`config.mk`:
```
export PLATFORM = sky130hd
export DESIGN_NAME = exhaustive_vector_sweeper
export DESIGN_NICKNAME = d
export VERILOG_FILES = /design/src/rtl/exhaustive_vector_sweeper.sv
export SDC_FILE = /design/constraint.sdc
export NUM_CORES = 1
export LEC_CHECK = 0
export CAP_MARGIN = 20
export CORE_MARGIN = 8
export CORE_UTILIZATION = 51
export CTS_CLUSTER_SIZE = 28
export DETAILED_ROUTE_END_ITERATION = 10
export PLACE_DENSITY = 0.81
export SLEW_MARGIN = 20
export SYNTH_ARGS = -nofsm -noshare
export SYNTH_HDL_FRONTEND = slang
export SYNTH_SLANG_ARGS = --single-unit
```
`constraint.sdc`:
```
create_clock -name i_clk -period 3.8 [get_ports i_clk]
set_input_delay 0.38 -clock i_clk [delete_from_list [all_inputs] [get_ports i_clk]]
set_output_delay 0.38 -clock i_clk [all_outputs]
set_load 0.005 [all_outputs]
```
`src/rtl/exhaustive_vector_sweeper.sv`:
```
// Walks every IN_W-bit vector into a combinational DUT, holds each for SETTLE+1 cycles, samples and counts all-zero responses.
// Optional 16-bit MISR signature output o_sig when SWEEP_MISR_EN is defined.
module exhaustive_vector_sweeper #(
  parameter int IN_W   = 3,
  parameter int OUT_W  = 2,
  parameter int SETTLE = 19
) (
  input  logic             i_clk,
  input  logic             i_rst,
  input  logic             i_start,
  input  logic [OUT_W-1:0] i_dut_out,
  output logic [IN_W-1:0]  o_dut_in,
  output logic             o_busy,
  output logic             o_done,
  output logic             o_sample_valid,
  output logic             o_zero_hit,
  output logic [IN_W:0]    o_zero_count
`ifdef SWEEP_MISR_EN
  ,
  output logic [15:0]      o_sig
`endif
);

  localparam int CNT_W = (SETTLE > 1) ? $clog2(SETTLE) : 1;
  localparam logic [CNT_W-1:0] CNT_LAST = CNT_W'(SETTLE - 1);
  localparam logic [IN_W-1:0]  VEC_LAST = '1;

  typedef enum logic [1:0] {
    S_IDLE,
    S_SETTLE,
    S_SAMPLE,
    S_DONE
  } state_t;

  state_t            r_state;
  logic [CNT_W-1:0]  r_cnt;
  logic [IN_W-1:0]   r_dut_in;
  logic              r_busy;
  logic              r_done;
  logic              r_sample_valid;
  logic              r_zero_hit;
  logic [IN_W:0]     r_zero_count;
  logic              w_zero;
  logic              w_start_ok;

  assign w_zero     = (i_dut_out == '0);
  assign w_start_ok = i_start && ((r_state == S_IDLE) || (r_state == S_DONE));

  // The counter is cleared on the way into SAMPLE so it never needs to hold SETTLE itself.
  always_ff @(posedge i_clk) begin
    if (i_rst) begin
      r_state        <= S_IDLE;
      r_cnt          <= '0;
      r_dut_in       <= '0;
      r_busy         <= 1'b0;
      r_done         <= 1'b0;
      r_sample_valid <= 1'b0;
      r_zero_hit     <= 1'b0;
      r_zero_count   <= '0;
    end else begin
      r_sample_valid <= 1'b0;
      r_zero_hit     <= 1'b0;
      case (r_state)
        S_IDLE, S_DONE: begin
          if (i_start) begin
            r_state      <= S_SETTLE;
            r_dut_in     <= '0;
            r_cnt        <= '0;
            r_zero_count <= '0;
            r_busy       <= 1'b1;
            r_done       <= 1'b0;
          end
        end
        S_SETTLE: begin
          if (r_cnt == CNT_LAST) begin
            r_state <= S_SAMPLE;
            r_cnt   <= '0;
          end else begin
            r_cnt <= r_cnt + 1'b1;
          end
        end
        S_SAMPLE: begin
          r_sample_valid <= 1'b1;
          r_zero_hit     <= w_zero;
          if (w_zero) begin
            r_zero_count <= r_zero_count + 1'b1;
          end
          if (r_dut_in == VEC_LAST) begin
            r_state <= S_DONE;
            r_busy  <= 1'b0;
            r_done  <= 1'b1;
          end else begin
            r_dut_in <= r_dut_in + 1'b1;
            r_cnt    <= '0;
            r_state  <= S_SETTLE;
          end
        end
        default: begin
          r_state <= S_IDLE;
          r_busy  <= 1'b0;
          r_done  <= 1'b0;
        end
      endcase
    end
  end

  assign o_dut_in       = r_dut_in;
  assign o_busy         = r_busy;
  assign o_done         = r_done;
  assign o_sample_valid = r_sample_valid;
  assign o_zero_hit     = r_zero_hit;
  assign o_zero_count   = r_zero_count;

`ifdef SWEEP_MISR_EN
  logic [15:0] r_sig;
  logic [15:0] w_sig_next;

  // CRC-16/CCITT style shift with the response folded into the low bits.
  assign w_sig_next = ({r_sig[14:0], 1'b0} ^ (r_sig[15] ? 16'h1021 : 16'h0000))
                      ^ 16'(i_dut_out);

  always_ff @(posedge i_clk) begin
    if (i_rst) begin
      r_sig <= '0;
    end else if (w_start_ok) begin
      r_sig <= '0;
    end else if (r_state == S_SAMPLE) begin
      r_sig <= w_sig_next;
    end
  end

  assign o_sig = r_sig;
`else
  logic w_unused;
  assign w_unused = w_start_ok;
`endif

endmodule
```
==> flow_metrics.env <==
export IMPL_outcome="completed"
export IMPL_start_kind="register"
export IMPL_r2r_end="r_cnt[1]"
export IMPL_fmax_ghz=0.557
export IMPL_yosys_area_share_simple_pct=30.8
export IMPL_slowest_stage="dfxtp_1"
export IMPL_slew_viol_final=0
export IMPL_ys_ff_latch=18
export IMPL_cp_required_ns=4.00
export IMPL_postCtsHoldBufs=0
export IMPL_rsz0062_at_grt="false"
export IMPL_fill_cells=140
export IMPL_pin_count=16
export IMPL_synthMuxAreaShare_pct=2.21
export IMPL_synth_avg_cell_area_um2=8.91
export IMPL_cp_max_fo=15
export IMPL_avgViaCountPerCell=5.46
export IMPL_grt_use_met3_pct=2.82
export IMPL_setup_tns_final_ns=0
export IMPL_grtUsageTotal_pct=11.7
export IMPL_hold_violations=0
export IMPL_worstSkewPairLatency_ns=0.28
export IMPL_crit_path_end_kind="register"
export IMPL_critical_path_class="reg2reg"
export IMPL_routed_wl_mm=1.95
export IMPL_use_met1_pct=13.1
export IMPL_rows=15
export IMPL_critPathMaxStageDelay_ns=0.39
export IMPL_vias=808
export IMPL_grt_util_met2_pct=19.7
export IMPL_ys_types=34
export IMPL_reg2reg_slack_ns=2.00
export IMPL_report_power_total_mw=0.429
export IMPL_die_area_mm2=0.00353
export IMPL_grt_start_max_net_pins=17
export IMPL_synthesis_nets=122
export IMPL_hold_ws_ns=0.494
export IMPL_synth_top_family_by_area="simple AND/OR/NAND/NOR gates"
export IMPL_first_global_vias=830
export IMPL_fin_nets=139
export IMPL_r2r_start="r_state[0]"
export IMPL_seq_area_frac_synth_pct=37.5
export IMPL_cts_sinks=18
export IMPL_dieWidth_um=59.4
export IMPL_slew_headroom_pct=60.8
export IMPL_ff2ff_path_depth=6
export IMPL_clockBufferDepth=2
export IMPL_clock_tree_htree_level_count=1
export IMPL_avgRoutedWirePerCell_um=13.2
export IMPL_final_util_pct=66.0
export IMPL_ir_worst_vdd_uv=266
export IMPL_synth_compound_area_share_pct=13.4
export IMPL_antenna_cells=0
export IMPL_synth_edff_count=0
export IMPL_cts_resized=0
export IMPL_period_share_pct=47.3
export IMPL_path_common_cell="nand2_1"
export IMPL_post_route_min_period_ns=1.80
export IMPL_dpl_hpwl_mm=1.54
export IMPL_tightest_slew_ns=0.586
export IMPL_p_per_area_mw_per_mm2=372
export IMPL_cts_setup_buffers=0
export IMPL_cts_root_buf="clkbuf_4"
export IMPL_crit_end="r_cnt[1]"
export IMPL_synth_cells=108
export IMPL_async_reset_ff_share_pct=0
export IMPL_register_area_um2=360
export IMPL_grt_pass1_wl_mm=3.27
export IMPL_clk_pin_slew_ns=0.10
export IMPL_gr_total_overflow=0
export IMPL_power_leakage_nw=0.429
export IMPL_p_seq_share_pct=48.5
export IMPL_numCtsBuffers=3
export IMPL_top_usage_layer="met2"
export IMPL_place_gp_congestion=0.746
export IMPL_area_growth_pct=19.8
export IMPL_drive_gt1_share_pct=6.50
export IMPL_core_area_mm2=0.00175
export IMPL_setup_viol=0
export IMPL_synth_adder_area_share_pct=11.7
export IMPL_die_h_um=59.4
export IMPL_cts_tree="built"
export IMPL_yosys_area_share_xor_xnor_pct=1.82
export IMPL_synth_area_um2=962
export IMPL_critical_path_cell_chain="inv_1 -> ha_1 -> nand2_1 -> nand2_1 -> or3b_1 -> a21oi_1"
export IMPL_crit_start="r_state[0]"
export IMPL_ant_nets=0
export IMPL_drtIter0Drc=19
export IMPL_place_inst=145
export IMPL_p_int_mw=0.292
export IMPL_antenna_found_initial=0
export IMPL_drc_errors=0
export IMPL_firstDrtPassIters=4
export IMPL_min_from="o_zero_count[1]"
export IMPL_skew_ns=0.00674
export IMPL_initial_core_util_pct=55.1
export IMPL_multi_input_area_um2=577
export IMPL_io_buffer_count=15
export IMPL_arrival_ns=2.00
export IMPL_yosysWarnings=0
export IMPL_switchingPower_mw=0.137
export IMPL_switching_share_pct=31.9
export IMPL_final_cells=148
export IMPL_drv_cap=0
export IMPL_combPwrFrac_pct=30.6
export IMPL_clkPwrFrac_pct=20.9
export IMPL_hold_class="reg2reg"
export IMPL_ys_flop_type="dfxtp_1"
==> state kept, by name, indices dropped and copies added (netlist names) <==
name,count
o_busy,1
o_done,1
o_dut_in,3
o_sample_valid,1
o_zero_count,4
o_zero_hit,1
r_cnt,5
r_state,2
==> power by group through the flow <==
stage                     clock (mW)  combinational, mW  sequential [mW]
after floorplan                    0             0.0987            0.212
after global placement             0              0.126            0.212
after detailed placement           0              0.131            0.213
after CTS                     0.0941              0.132            0.208
after global routing           0.101              0.148            0.210
final                         0.0897              0.131            0.208
==> worst min path at each step <==
| stage | slack, ns | depth (start not counted) | end |
|---|---|---|---|
| 5_1_grt | 0.53 | 2 | o_zero_count[1] |
| 3_3_place_gp | 0.47 | 2 | o_zero_count[1] |
| 6_report | 0.49 | 2 | o_zero_count[1] |
| 3_5_place_dp | 0.48 | 2 | o_zero_count[1] |
| 4_1_cts | 0.50 | 2 | o_zero_count[1] |
| 2_1_floorplan | 0.45 | 1 | r_cnt[3] |
==> worst max-delay path: cells and delay by family, from the launching register on <==
| kind | cells | cell delay, ns |
|---|---|---|
| AOI/OAI and AO/OA | 1 | 0.17 |
| adders and majority gates | 1 | 0.36 |
| buffers and inverters | 1 | 0.06 |
| DFF | 1 | 0.39 |
| and+or+nand+nor | 3 | 0.74 |
==> stage by stage <==
stage | cell area [um2] | setup WS, ns
floorplan | 962 | 2.21
global placement | 1130 | 1.99
detailed placement | 1130 | 1.89
CTS | 1150 | 2.01
global route | 1150 | 1.89
finish | 1150 | 2.00
==> logic make-up after synthesis <==
group | count (synthesis)
compound gates | 22
xor+xnor | 2
fa+ha+maj | 9
buf+inv | 6
flops | 18
mux | 2
simple gates | 49
==> per-layer routing <==
layer	part of all wire, %	routed length, um
met1	45	872
met2	49	958
met3	5.1	100
met4	0.77	15
met5	0	0
==> cells in the mapped netlist, types with 2 or more instances <==
library cell  number  area, um2
a21oi_1           12       60.1
a31oi_1            2       12.5
buf_2              2       10.0
dfxtp_1           18        360
ha_1               9        113
inv_1              3       11.3
nand2_1           14       52.6
nand2b_1           2       12.5
nand3_1            6       30.0
nor2_1            10       37.5
nor2b_1            2       12.5
o21ai_0            3       15.0
or3_1              2       12.5
or3b_1             2       17.5
xor2_1             2       17.5
==> area by class of cell <==
type,count,share of cell area (%)
Clock buffer,3,1.95
Inverter,3,0.977
Multi-Input combinational cell,84,50.1
Sequential cell,18,31.3
Tap cell,25,2.71
Timing Repair Buffer,15,13.0
==> cell usage in the layout, fill, tap and decap left out, types with 2 or more instances in the layout <==
master	netlist	final
dfxtp_1	18	18
clkbuf_4	0	3
or3_1	2	2
o21ai_0	3	3
inv_1	3	3
nor2b_1	2	2
clkdlybuf4s50_1	0	15
nand2_1	14	14
nand2b_1	2	2
or3b_1	2	2
a21oi_1	12	12
ha_1	9	9
xor2_1	2	2
nand3_1	6	6
nor2_1	10	10
a31oi_1	2	2
No activity file was read; power rests on OpenSTA's default activity.
